File: src/rtl/spi_bitrev_slave_pkg.sv
// Shared SPI slave definitions: FSM state encodings and SPI mode constants,
// intended for reuse by other oversampled SPI peripherals.
package spi_bitrev_slave_pkg;

   localparam logic [1:0] ST_IDLE    = 2'd0;
   localparam logic [1:0] ST_RX      = 2'd1;
   localparam logic [1:0] ST_TX_WAIT = 2'd2;
   localparam logic [1:0] ST_TX      = 2'd3;

   localparam bit CPOL_IDLE_LOW       = 1'b0;
   localparam bit CPHA_SAMPLE_LEADING = 1'b0;

endpackage

File: src/rtl/spi_sync_edge.sv
// Synchronises sck/ss/mosi into the system clock domain with equal depth and
// turns synced sck transitions into mode-aware sample/shift strobes.
module spi_sync_edge
   import spi_bitrev_slave_pkg::*;
#(
   parameter bit CPOL        = CPOL_IDLE_LOW,
   parameter bit CPHA        = CPHA_SAMPLE_LEADING,
   parameter int SYNC_STAGES = 2
) (
   input  logic clock,
   input  logic reset,
   input  logic sck,
   input  logic ss,
   input  logic mosi,
   output logic ss_s,
   output logic mosi_s,
   output logic sample_pulse,
   output logic shift_pulse
);

   logic [SYNC_STAGES-1:0] sck_sync;
   logic [SYNC_STAGES-1:0] ss_sync;
   logic [SYNC_STAGES-1:0] mosi_sync;
   logic                   sck_last;
   logic                   sck_now;
   logic                   leading;
   logic                   trailing;

   always_ff @(posedge clock or posedge reset) begin
      if (reset) begin
         sck_sync  <= {SYNC_STAGES{CPOL}};
         ss_sync   <= '1;
         mosi_sync <= '1;
         sck_last  <= CPOL;
      end else begin
         sck_sync  <= {sck_sync[SYNC_STAGES-2:0], sck};
         ss_sync   <= {ss_sync[SYNC_STAGES-2:0], ss};
         mosi_sync <= {mosi_sync[SYNC_STAGES-2:0], mosi};
         sck_last  <= sck_sync[SYNC_STAGES-1];
      end
   end

   // mosi shares the sck depth, so mosi_s is the bit present at the detected edge
   assign sck_now      = sck_sync[SYNC_STAGES-1];
   assign ss_s         = ss_sync[SYNC_STAGES-1];
   assign mosi_s       = mosi_sync[SYNC_STAGES-1];
   assign leading      = (sck_last == CPOL) && (sck_now != CPOL);
   assign trailing     = (sck_last != CPOL) && (sck_now == CPOL);
   assign sample_pulse = (CPHA == CPHA_SAMPLE_LEADING) ? leading : trailing;
   assign shift_pulse  = (CPHA == CPHA_SAMPLE_LEADING) ? trailing : leading;

endmodule

File: src/rtl/spi_bitrev_slave.sv
// SPI slave that receives a WIDTH-bit word and returns it bit-reversed in the
// following WIDTH sck cycles of the same chip-select window.
module spi_bitrev_slave
   import spi_bitrev_slave_pkg::*;
#(
   parameter int WIDTH       = 8,
   parameter bit CPOL        = CPOL_IDLE_LOW,
   parameter bit CPHA        = CPHA_SAMPLE_LEADING,
   parameter int SYNC_STAGES = 2
) (
   input  logic             clock,
   input  logic             reset,
   input  logic             sck,
   input  logic             ss,
   input  logic             mosi,
   output logic             miso,
   output logic [WIDTH-1:0] rx_data,
   output logic             rx_valid,
   output logic             frame_done,
   output logic             abort
);

   localparam int            CW   = $clog2(WIDTH);
   localparam logic [CW-1:0] LAST = CW'(WIDTH - 1);

   logic             ss_s;
   logic             mosi_s;
   logic             sample_pulse;
   logic             shift_pulse;
   logic [1:0]       state;
   logic [CW-1:0]    bit_cnt;
   logic [WIDTH-1:0] shreg;
   logic [WIDTH-1:0] tx_word;
   logic [WIDTH-1:0] word_next;

   function automatic logic [WIDTH-1:0] bitrev(input logic [WIDTH-1:0] w);
      logic [WIDTH-1:0] r;
      for (int i = 0; i < WIDTH; i++) r[i] = w[WIDTH-1-i];
      return r;
   endfunction

   spi_sync_edge #(
      .CPOL        (CPOL),
      .CPHA        (CPHA),
      .SYNC_STAGES (SYNC_STAGES)
   ) u_sync_edge (
      .clock        (clock),
      .reset        (reset),
      .sck          (sck),
      .ss           (ss),
      .mosi         (mosi),
      .ss_s         (ss_s),
      .mosi_s       (mosi_s),
      .sample_pulse (sample_pulse),
      .shift_pulse  (shift_pulse)
   );

   assign word_next = {shreg[WIDTH-2:0], mosi_s};

   always_ff @(posedge clock or posedge reset) begin
      if (reset) begin
         state      <= ST_IDLE;
         bit_cnt    <= '0;
         shreg      <= '0;
         tx_word    <= '0;
         miso       <= 1'b1;
         rx_data    <= '0;
         rx_valid   <= 1'b0;
         frame_done <= 1'b0;
         abort      <= 1'b0;
      end else begin
         rx_valid   <= 1'b0;
         frame_done <= 1'b0;
         abort      <= 1'b0;
         // ss deassertion outranks any sck edge seen in the same clock
         if (state != ST_IDLE && ss_s) begin
            state   <= ST_IDLE;
            miso    <= 1'b1;
            shreg   <= '0;
            bit_cnt <= '0;
            abort   <= (state != ST_RX) || (bit_cnt != '0);
         end else begin
            case (state)
               ST_IDLE: begin
                  miso <= 1'b1;
                  if (!ss_s) begin
                     state   <= ST_RX;
                     bit_cnt <= '0;
                  end
               end
               ST_RX: begin
                  if (sample_pulse) begin
                     if (bit_cnt == LAST) begin
                        rx_data  <= word_next;
                        rx_valid <= 1'b1;
                        tx_word  <= bitrev(word_next);
                        shreg    <= '0;
                        bit_cnt  <= '0;
                        state    <= ST_TX_WAIT;
                     end else begin
                        shreg   <= word_next;
                        bit_cnt <= bit_cnt + 1'b1;
                     end
                  end else if (shift_pulse) begin
                     miso <= 1'b1;
                  end
               end
               ST_TX_WAIT: begin
                  if (shift_pulse) begin
                     miso    <= tx_word[WIDTH-1];
                     tx_word <= {tx_word[WIDTH-2:0], 1'b0};
                     state   <= ST_TX;
                  end
               end
               ST_TX: begin
                  if (sample_pulse) begin
                     if (bit_cnt == LAST) begin
                        frame_done <= 1'b1;
                        bit_cnt    <= '0;
                        state      <= ST_RX;
                     end else begin
                        bit_cnt <= bit_cnt + 1'b1;
                     end
                  end else if (shift_pulse) begin
                     miso    <= tx_word[WIDTH-1];
                     tx_word <= {tx_word[WIDTH-2:0], 1'b0};
                  end
               end
               default: state <= ST_IDLE;
            endcase
         end
      end
   end

endmodule

File: config.mk
export PLATFORM = sky130hd
export DESIGN_NAME = spi_bitrev_slave
export DESIGN_NICKNAME = d
export VERILOG_FILES = /design/src/rtl/spi_bitrev_slave_pkg.sv /design/src/rtl/spi_sync_edge.sv /design/src/rtl/spi_bitrev_slave.sv
export SDC_FILE = /design/constraint.sdc
export NUM_CORES = 1
export LEC_CHECK = 0
export BUFFER_PORTS_ARGS = -buffer_cell sky130_fd_sc_hd__buf_4
export CAP_MARGIN = 10
export CORE_MARGIN = 2
export CORE_UTILIZATION = 40
export DETAILED_ROUTE_END_ITERATION = 6
export PLACE_DENSITY = 0.54
export SLEW_MARGIN = 20
export SYNTH_ARGS = -nofsm -noshare
export SYNTH_HDL_FRONTEND = slang
export SYNTH_SLANG_ARGS = --single-unit
export TNS_END_PERCENT = 5
File: constraint.sdc
create_clock -name clock -period 3.9 [get_ports clock]
set_clock_uncertainty 0.05 [all_clocks]
set_input_delay 0.78 -clock clock [delete_from_list [all_inputs] [get_ports clock]]
set_output_delay 0.78 -clock clock [all_outputs]
set_load 0.03 [all_outputs]
### Word level (Yosys, flattened, before mapping)

Cells that the tools add are included.

| word-level totals | value |
|---|---|
| flip-flop bits (word level) | 39 |
| bits of input ports | 5 |
| output and inout port bits | 12 |
| logic and storage cells | 88 |

| cells by class | value |
|---|---|
| add/subtract/negate cells | 1 |
| equality and inequality tests | 18 |
| mux-type cells | 35 |
| bitwise operators | 3 |
| reduce and logical (&&, ||, !) cells | 18 |

Operators by type and width:

| operator | count |
|---|---|
| 2-to-1 mux 8 bit | 4 |
| 2-to-1 mux 7 bit | 4 |
| inequality test 3 bit (second input constant) | 9 |
| one-hot mux 8 bit (3 select lines) | 1 |
| 2-to-1 mux 2 bit | 7 |
| 2-to-1 mux 1 bit | 12 |
| 2-to-1 mux 3 bit | 4 |
| nonzero test 3 bit | 3 |
| one-hot mux 2 bit (4 select lines) | 1 |
| inequality test 2 bit (second input constant) | 3 |
| one-hot mux 3 bit (2 select lines) | 1 |
| AND reduction 3 bit | 2 |
| AND reduction 6 bit | 1 |
| nonzero test 2 bit | 3 |
| AND reduction 5 bit | 1 |
| == test 2 bit (second input constant) | 2 |
| one-hot mux 1 bit (4 select lines) | 1 |
| AND reduction 4 bit | 1 |
| adder 3 x 1 -> 3 bit (second input constant) | 1 |
| == test 3 bit (second input constant) | 1 |
| logical AND 1 bit | 3 |
| inequality test 3 x 1 -> 1 bit (second input constant) | 1 |
| inverter 1 bit | 3 |
| == test 2 x 1 -> 1 bit (second input constant) | 1 |
| other kinds (5) | 5 |

### Longest topological paths before layout

Gate-level depths: netlist of run 1.

| depth | value |
|---|---|
| depth in word-level cells | 6 |
| depth in mapped cells | 8 |
| mapped depth without buffers | 6 |

### Hierarchy

From an unflattened synthesis of run 1, not the netlist that was laid out.

| second synthesis, totals | value |
|---|---|
| cells, all modules | 157 |
| area total of the unflattened synthesis | 1796.7 um2 |

By module, submodules not included:

| module | times used | cells each | area an instance (um2) | sequential area each (um2) |
|---|---|---|---|---|
| spi_bitrev_slave | 1 | 147 | 1597.8 | 802.0 |
| spi_sync_edge | 1 | 10 | 198.9 | 180.2 |

### Worst setup path before layout of run 1

OpenSTA, ideal clock, no wires.

| path | value |
|---|---|
| path type | register to register |
| start point | register state[1] |
| end point | register rx_data[0] |
| library setup time | 128 ps |
| arrival | 1779 ps |
| required time | 3722 ps |
| setup slack | 1943 ps |
| cell stages (with the launch flop) | 9 |
| buffers on the path | 2 |
| period minus slack after synthesis | 1957 ps |
| cells stage by stage | dfrtp_1 -> buf_2 -> clkinv_1 -> ha_1 -> nor2b_4 -> nor2_1 -> and3_1 -> buf_2 -> mux2_1 |

| between the ends | value |
|---|---|
| cells in the longest elaborated chain, start to end | 4 |
| elaborated cells between the ends (all ways) | 5 |
| those cells by class | eq/ne (1); bitwise (1); reduce/logical (3) |

RTL lines:

| item | RTL line | RTL |
|---|---|---|
| start, declared | spi_bitrev_slave.sv:30 | `logic [1:0] state;` |
| start signal, assigned | spi_bitrev_slave.sv:62 | `state <= ST_IDLE;` |
| start signal, assigned | spi_bitrev_slave.sv:77 | `state <= ST_IDLE;` |
| start signal, assigned | spi_bitrev_slave.sv:87 | `state <= ST_RX;` |
| nonzero test 2 bit | spi_bitrev_slave.sv:76 | `if (state != ST_IDLE && ss_s) begin` |
| logical AND 1 bit | spi_bitrev_slave.sv:76 |  |
| inverter 1 bit (no line) | n/a |  |
| AND reduction 4 bit (no line) (*) | n/a |  |
| end signal, assigned | spi_bitrev_slave.sv:94 | `rx_data <= word_next;` |
| end, declared | spi_bitrev_slave.sv:17 | `output logic [WIDTH-1:0] rx_data,` |

Mark *: on every way between the ends. The rest lies on a longest branch, timed or not.
A chain may end at the register's enable or synchronous reset.

### Worst setup path in the final report of run 1

| path | value |
|---|---|
| start point | register state[1] |
| end point | register rx_data[2] |

Same word-level chain as after synthesis.

==> metrics.md, run 1 <==
| Metric | Value |
|---|---|
| Outcome | `finished, final reports clean` |
| Leakage power summed over all cells | `1.06 nW` |
| Clock transition at path regs | `0.07 ns` |
| Cell area power density | `662 mW/mm^2` |
| Iteration-0 DRC count of the detailed router | `82` |
| Unrepaired setup endpoints after global routing | `no` |
| Growth of design area from synthesis to finish | `17.2%` |
| Number of buffers inserted by port buffering | `16` |
| Worst hold start | `u_sync_edge.mosi_sync[0]$_DFF_PP1_` |
| Global-route wire length before repair | `5740 um` |
| Endpoints failing hold | `0` |
| Sort of element at the start of the critical path | `flop` |
| Syn_area_per_cell | `12.2 um^2` |
| Fraction of synthesized area in multiplexers | `16.3%` |
| Number of buffers created by CTS | `5` |
| Total DRC errors in the routed layout | `0` |
| Warnings, synthesis | `0` |
| Final antenna diode count | `0` |
| Vias after detailed routing | `1154` |
| Register area | `982 um^2` |
| Largest buffer count on any clock path | `2` |
| Dominant combinational cell family by area after synthesis | `multiplexers` |
| Hold slack final | `0.309 ns` |
| Number of setup violations in the final report | `0` |
| Footprint of the multi-input gates | `800 um^2` |
| Slew Viols, Final | `0` |
| Simple-gate share of the synthesized area | `11.0%` |
| Crit Reg-Reg Endpoint | `rx_data[2]$_DFFE_PP0P_` |
| Sw Pwr | `0.453 mW` |
| Clock tree from TritonCTS | `yes` |
| Actual transition at the worst max-transition pin | `0.489 ns` |
| Post-Synth XOR/XNOR Area | `0%` |
| Initial antenna violation count | `0` |
| Setup total negative slack | `0 ns` |
| Post-layout net count | `184` |
| Clk Tree Root Cell | `clkbuf_8` |
| Combinational share of power | `31.8%` |
| Number of clock sinks | `39` |
| Max Fclk | `0.435 GHz` |
| Horizontal die dimension | `71.7 um` |
| Sequential area share after synthesis | `53.7%` |
| Post-Place Worst Slack | `1.61 ns` |
| Net Count, Synth | `163` |
| Synthesis-stage register bit count | `39` |
| Number of routed nets with antenna violations | `0` |
| Synthesized-area fraction occupied by adder cells | `5.47%` |
| Floorplan core area | `0.00438 mm^2` |
| Compound-Gate Fraction of Synth Area | `10.9%` |
| Worst reg-to-reg path cell count | `6` |
| Overall overflow remaining after global route | `0` |
| Worst-case hold path end point | `u_sync_edge.mosi_sync[1]$_DFF_PP1_` |
| Die Area | `0.00513 mm^2` |
| Max-capacitance violation count | `0` |
| Vias in the first global route | `1122` |
| Worst Hold Path Cells | `0` |
| Clock period minus worst slack | `2.30 ns` |
| Initial core utilization | `41.8%` |
| Number of distinct standard cells referenced by the synthesized netlist | `34` |
| Largest stage delay on the critical path | `0.60 ns` |
| Max H-tree Level | `2` |
| Startpoint of the most critical register-to-register path | `state[1]$_DFFE_PP0P_` |
| Worst path setup slack after routing | `1.60 ns` |
| Worst reg2reg setup slack | `1.60 ns` |
| Post-CTS Resized | `0` |
| Proportion of total power due to net switching | `31.9%` |
| Maximum number of pins on one net before global-route repair | `40` |
| Mapped Cells | `150` |
| Standard cell with the maximum stage delay on the critical path | `dfrtp_1` |
| Share of the core filled with cells | `48.9%` |
| Overall fraction of global-route tracks in use | `14.6%` |
| Part of the total power dissipated in the clock network | `27.9%` |
| Flop pwr share | `40.3%` |
| Mean number of vias per cell | `5.15` |
| Critical path endpoint category | `flop` |
| Type of the setup path with the least slack | `flop to flop` |
| Peak supply drop | `0.323 mV` |
| Placed wire-length estimate after detailed placement | `2290 um` |
| Final estimated routing congestion in global placement | `0.844` |
| Fill cell total of the finished layout | `400` |
| Tcrit/Tclk final | `58.9%` |
| Internal power | `0.967 mW` |
| Drt wl/cell | `14.6 um` |
| Fraction of layout instances using a drive strength above 1 | `26.7%` |
| Worst-path fanout max | `13` |
| Total setup buffers inserted after CTS | `0` |
| Remaining max-slew budget at the tightest pin | `67.4%` |
| Drt total wl | `3270 um` |
| Die span in y | `71.7 um` |
| Number of buffers inserted by hold repair at cts | `0` |
| Path type of the worst min-delay path | `flop to flop` |
| WP data arrival | `2.41 ns` |
| Cell Rows | `24` |
| Cell chain of the critical path | `clkinv_1, ha_1, nor2b_4, nor2_1, and3_1, mux2_1` |
| Router iterations before antenna repair | `4` |
| Required time at the worst-slack endpoint | `4.02 ns` |
| Number of placed I/O pins | `17` |
| Latest clock arrival within the worst-skew pair | `0.29 ns` |
| Synthesized area | `0.00183 mm^2` |
## per-stage QoR
step / total power, mW / instances / instance area [um^2]
after floorplan: 0.932 / 150 / 1830
after global placement: 1.02 / 215 / 2000
after detailed placement: 1.03 / 215 / 2000
after CTS: 1.43 / 223 / 2140
after global routing: 1.51 / 224 / 2140
final: 1.42 / 224 / 2140
## cells in the mapped netlist
cell type / n / area [um^2]
o22ai_1: 3 / 18.8
a21boi_1: 1 / 7.51
dfrtp_1: 34 / 851
o2bb2ai_1: 2 / 17.5
o221ai_1: 1 / 8.76
buf_2: 3 / 15.0
or2_1: 1 / 6.26
nor3b_1: 2 / 15.0
o21ai_4: 1 / 16.3
o311a_1: 1 / 10.0
mux2_2: 4 / 45.0
a221oi_4: 1 / 26.3
a22oi_1: 3 / 22.5
ha_1: 8 / 100
clkbuf_1: 1 / 3.75
mux2_4: 8 / 120
nor2b_1: 1 / 6.26
nand2b_1: 3 / 18.8
clkinv_1: 1 / 3.75
nor2b_4: 1 / 13.8
a31oi_1: 1 / 6.26
nor2b_2: 1 / 8.76
nor3_1: 1 / 5.00
nand3b_1: 1 / 7.51
o21ai_0: 2 / 10.0
nand2_1: 16 / 60.1
and3_1: 3 / 18.8
dfstp_2: 5 / 131
mux2_1: 11 / 124
mux2i_1: 1 / 10.0
inv_1: 7 / 26.3
o31ai_1: 2 / 15.0
nor2_1: 11 / 41.3
o21ai_1: 8 / 40.0
## logic make-up (layout without fill, tap and decap cells)
group / Yosys count / after routing
compound gates: 26 / 26
flops: 39 / 39
fa+ha+maj: 8 / 8
buf+inv: 12 / 34
simple gates: 41 / 41
mux: 24 / 24
## state kept, by name, indices dropped and copies added (netlist names)
signal and count:
u_sync_edge.sck_sync 2, bit_cnt 3, rx_data 8, shreg 7, frame_done 1, u_sync_edge.mosi_sync 2
u_sync_edge.ss_sync 2, tx_word 8, miso 1, rx_valid 1, u_sync_edge.sck_last 1, state 2
abort 1
## routing by layer
metal  part of all wire, %  global-route usage (%)  up-vias  wire (um)
met5                     0                       0        -          0
met4                   1.7                    5.66        0         56
met3                   3.9                    4.22        7        127
met2                    43                    21.0       20       1410
met1                    51                    20.8      565       1680
li1                      -                       -      562          -
## cell usage in the layout, fill, tap and decap left out, types with 2 or more instances in the layout
cell,Yosys,layout
mux2_1,11,11
o22ai_1,3,3
inv_1,7,7
ha_1,8,8
o21ai_0,2,2
dfstp_2,5,5
nand2b_1,3,3
nor3b_1,2,2
bufinv_16,0,2
nand2_1,16,16
dfrtp_1,34,34
a22oi_1,3,3
buf_4,0,17
nor2_1,11,11
clkbuf_8,0,5
mux2_2,4,4
o21ai_1,8,8
o31ai_1,2,2
o2bb2ai_1,2,2
and3_1,3,3
mux2_4,8,8
## layout make-up
class,count,share of cell area (%)
Clock inverter,2,2.80
Tap cell,52,3.03
Multi-Input combinational cell,99,37.3
Inverter,8,1.40
Clock buffer,6,3.38
Sequential cell,39,45.8
Timing Repair Buffer,18,6.30
## worst max-delay path by stage
stage                          from                     end  depth (start not counted)
2_1_floorplan  state[1]$_DFFE_PP0P_  rx_data[0]$_DFFE_PP0P_                          8
3_3_place_gp   state[1]$_DFFE_PP0P_  rx_data[1]$_DFFE_PP0P_                          6
3_5_place_dp   state[1]$_DFFE_PP0P_  rx_data[2]$_DFFE_PP0P_                          6
4_1_cts        state[1]$_DFFE_PP0P_  rx_data[2]$_DFFE_PP0P_                          6
5_1_grt        state[1]$_DFFE_PP0P_  rx_data[2]$_DFFE_PP0P_                          6
6_report       state[1]$_DFFE_PP0P_  rx_data[2]$_DFFE_PP0P_                          6
## power by group through the flow
stage / Sequential [mW] / Combinational [mW] / Clock, mW
2_1_floorplan: 0.557 / 0.375 / 0
3_3_place_gp: 0.578 / 0.444 / 0
3_5_place_dp: 0.579 / 0.448 / 0
4_1_cts: 0.571 / 0.451 / 0.410
5_1_grt: 0.588 / 0.501 / 0.424
6_report: 0.572 / 0.452 / 0.396
## critical path, delay by kind of cell (launching register included)
| kind | cells | cell delay (ns) |
|---|---|---|
| adders and majority gates | 1 | 0.30 |
| DFF | 1 | 0.60 |
| muxes | 1 | 0.38 |
| and+or+nand+nor | 3 | 0.64 |
| buffers and inverters | 1 | 0.21 |
Note: power is estimated with default switching activity, not from simulation.
==> run 2: changes to the inputs <==
- ABC_AREA: unset -> 1
- PLACE_DENSITY: 0.54 -> 0.57
- clock period: 3.9 -> 2.1 ns (I/O delays scaled with it)
==> metrics.md, run 2 <==
| Metric | Value |
|---|---|
| Outcome | `finished, final reports clean` |
| Iteration-0 DRC count of the detailed router | `70` |
| Tcrit/Tclk final | `87.4%` |
| Worst hold start | `mosi` |
| Overall overflow remaining after global route | `0` |
| Synthesized area | `0.00184 mm^2` |
| Most frequent cells after synthesis | `57 x nand2_1, 34 x dfrtp_1, 26 x o21ai_0` |
| Number of buffers inserted by port buffering | `16` |
| Worst reg2reg setup slack | `0.26 ns` |
| Synthesized-area fraction occupied by adder cells | `5.45%` |
| Required time at the worst-slack endpoint | `2.27 ns` |
| Vias after detailed routing | `1313` |
| Vias in the first global route | `1278` |
| Combinational share of power | `35.6%` |
| Clk Tree Root Cell | `clkbuf_8` |
| Initial core utilization | `41.9%` |
| Footprint of the multi-input gates | `714 um^2` |
| Horizontal die dimension | `71.8 um` |
| Post-layout net count | `238` |
| Worst Hold Path Cells | `1` |
| Max Fclk | `0.545 GHz` |
| Slew Viols, Final | `0` |
| Most frequent cells in the layout | `57 x nand2_1, 34 x dfrtp_1, 26 x o21ai_0` |
| Drt total wl | `3260 um` |
| Fraction of synthesized area in multiplexers | `0%` |
| Portion of synthesized cell area occupied by the leading cell type | `46.3%` |
| Number of setup violations in the final report | `0` |
| Syn_area_per_cell | `9.00 um^2` |
| Fill cell total of the finished layout | `428` |
| Maximum number of pins on one net before global-route repair | `40` |
| Number of cells after detailed placement | `270` |
| Peak supply drop | `0.540 mV` |
| Setup total negative slack | `0 ns` |
| Latest clock arrival within the worst-skew pair | `0.29 ns` |
| Most common cell after layout, fill and taps aside | `nand2_1` |
| Fraction of layout instances using a drive strength above 1 | `18.1%` |
| Share of the core filled with cells | `48.2%` |
| Clock tree from TritonCTS | `yes` |
| Sw Pwr | `1.03 mW` |
| Clock transition at path regs | `0.07 ns` |
| Remaining max-slew budget at the tightest pin | `66.6%` |
| Synthesis-stage register bit count | `39` |
| Dominant combinational cell family by area after synthesis | `simple AND/OR/NAND/NOR gates` |
| Endpoints failing hold | `0` |
| Register area | `982 um^2` |
| Largest buffer count on any clock path | `2` |
| Number of placed I/O pins | `17` |
| Cell area power density | `1250 mW/mm^2` |
| Cell with the most instances after synthesis | `nand2_1` |
| Worst-case hold path end point | `u_sync_edge.mosi_sync[0]$_DFF_PP1_` |
| Compound-Gate Fraction of Synth Area | `9.40%` |
| Max H-tree Level | `2` |
| Mapped Cells | `204` |
| Router iterations before antenna repair | `4` |
| Number of clock sinks | `39` |
| Growth of design area from synthesis to finish | `15.1%` |
| Overall fraction of global-route tracks in use | `14.9%` |
| Proportion of total power due to net switching | `38.9%` |
| Number of routed nets with antenna violations | `0` |
| Unrepaired setup endpoints after global routing | `no` |
| Critical path endpoint category | `flop` |
| Number of buffers created by CTS | `5` |
| Initial antenna violation count | `0` |
| Flop pwr share | `40.3%` |
| WP data arrival | `2.00 ns` |
| Final estimated routing congestion in global placement | `0.853` |
| Worst-path fanout max | `11` |
| Max-capacitance violation count | `0` |
| Final antenna diode count | `0` |
| Mean number of vias per cell | `4.72` |
| Total DRC errors in the routed layout | `0` |
| Main area contributors after synthesis | `dfrtp_1 46%, nand2_1 12%, dfstp_2 7.2%` |
| Leakage power summed over all cells | `1.10 nW` |
| Cell Rows | `24` |
| Die Area | `0.00515 mm^2` |
| Largest registers in the final layout | `rx_data: 8 flops, tx_word: 8 flops, shreg: 7 flops` |
| Type of the setup path with the least slack | `flop to flop` |
| Internal power | `1.62 mW` |
| Placed wire-length estimate after detailed placement | `2370 um` |
| Number of distinct standard cells referenced by the synthesized netlist | `21` |
| Number of flops mapped to enable cells by yosys | `0` |
| Drt wl/cell | `11.7 um` |
| Async set-or-reset flop fraction in the synthesized netlist | `100%` |
| Net Count, Synth | `217` |
| Simple-gate share of the synthesized area | `24.0%` |
| Crit Reg-Reg Endpoint | `shreg[6]$_DFFE_PP0P_` |
| Part of the total power dissipated in the clock network | `24.1%` |
| Actual transition at the worst max-transition pin | `0.500 ns` |
| Floorplan core area | `0.00438 mm^2` |
| Total setup buffers inserted after CTS | `0` |
| Post-route non-filler standard cell count | `278` |
| Number of buffers inserted by hold repair at cts | `0` |
| Sequential area share after synthesis | `53.5%` |
| Path type of the worst min-delay path | `primary input to flop` |
| Post-CTS Resized | `0` |
| Die span in y | `71.8 um` |
| Total power | `2.64 mW` |
| Dominant cell type by area after synthesis | `dfrtp_1` |
| Global-route wire length before repair | `5880 um` |
| Startpoint of the most critical register-to-register path | `state[1]$_DFFE_PP0P_` |
| Clock period minus worst slack | `1.84 ns` |
| Primary FF master, synth | `dfrtp_1` |
| Warnings, synthesis | `0` |
| Post-Synth XOR/XNOR Area | `0%` |
| Sort of element at the start of the critical path | `flop` |
| Worst reg-to-reg path cell count | `8` |
-- run 2: worst max-delay path by stage --
| stage | startpoint | slack, ns | cells past startpoint | end |
|---|---|---|---|---|
| 2_1_floorplan | state[1]$_DFFE_PP0P_ | 0.56 | 9 | rx_data[7]$_DFFE_PP0P_ |
| 3_3_place_gp | state[1]$_DFFE_PP0P_ | 0.35 | 8 | shreg[6]$_DFFE_PP0P_ |
| 3_5_place_dp | state[1]$_DFFE_PP0P_ | 0.27 | 8 | shreg[6]$_DFFE_PP0P_ |
| 4_1_cts | state[1]$_DFFE_PP0P_ | 0.24 | 8 | shreg[6]$_DFFE_PP0P_ |
| 5_1_grt | state[1]$_DFFE_PP0P_ | 0.008 | 8 | shreg[4]$_DFFE_PP0P_ |
| 6_report | state[1]$_DFFE_PP0P_ | 0.26 | 8 | shreg[6]$_DFFE_PP0P_ |
-- run 2: cells by family after synthesis --
family          Yosys count
fa+ha+maj                 8
flops                    39
buf+inv                  30
simple gates             96
compound gates           31
-- run 2: routing by layer --
layer	vias to the layer above	global-route usage, %	wire (um)
li1	704	-	-
met1	582	21.2	1700
met2	23	21.3	1390
met3	4	4.64	129
met4	0	5.45	46
met5	-	0	0
-- run 2: area by class of cell --
class | instances | area share (%)
flip-flops and latches | 39 | 46.5
multi-input cells | 135 | 33.8
clock buffers | 6 | 3.91
well taps | 52 | 3.08
clock inverters | 2 | 1.66
inverters | 27 | 5.03
repair buffers | 17 | 6.04
-- run 2: metrics by stage --
stage / worst slack, ns / hold WS [ns] / cell area [um^2]
2_1_floorplan: 0.561 / 0.281 / 1840
3_3_place_gp: 0.351 / 0.284 / 2000
3_5_place_dp: 0.270 / 0.286 / 2000
4_1_cts: 0.238 / 0.174 / 2110
5_1_grt: 0.00847 / 0.171 / 2110
6_report: 0.265 / 0.185 / 2110
-- run 2: critical path: stages, from the launching register on --
cell     delay, ns
dfrtp_1       0.51
inv_6         0.14
ha_1          0.17
inv_1         0.08
nand2_4       0.10
inv_2         0.08
nor2_1        0.40
nand3_1       0.13
o21ai_0       0.09
-- run 2: power by group through the flow --
stage	registers [mW]	logic, mW	clock network (mW)
2_1_floorplan	1.06	0.773	0
3_3_place_gp	1.08	0.945	0
3_5_place_dp	1.08	0.953	0
4_1_cts	1.07	0.955	0.657
5_1_grt	1.09	1.11	0.692
6_report	1.06	0.942	0.638
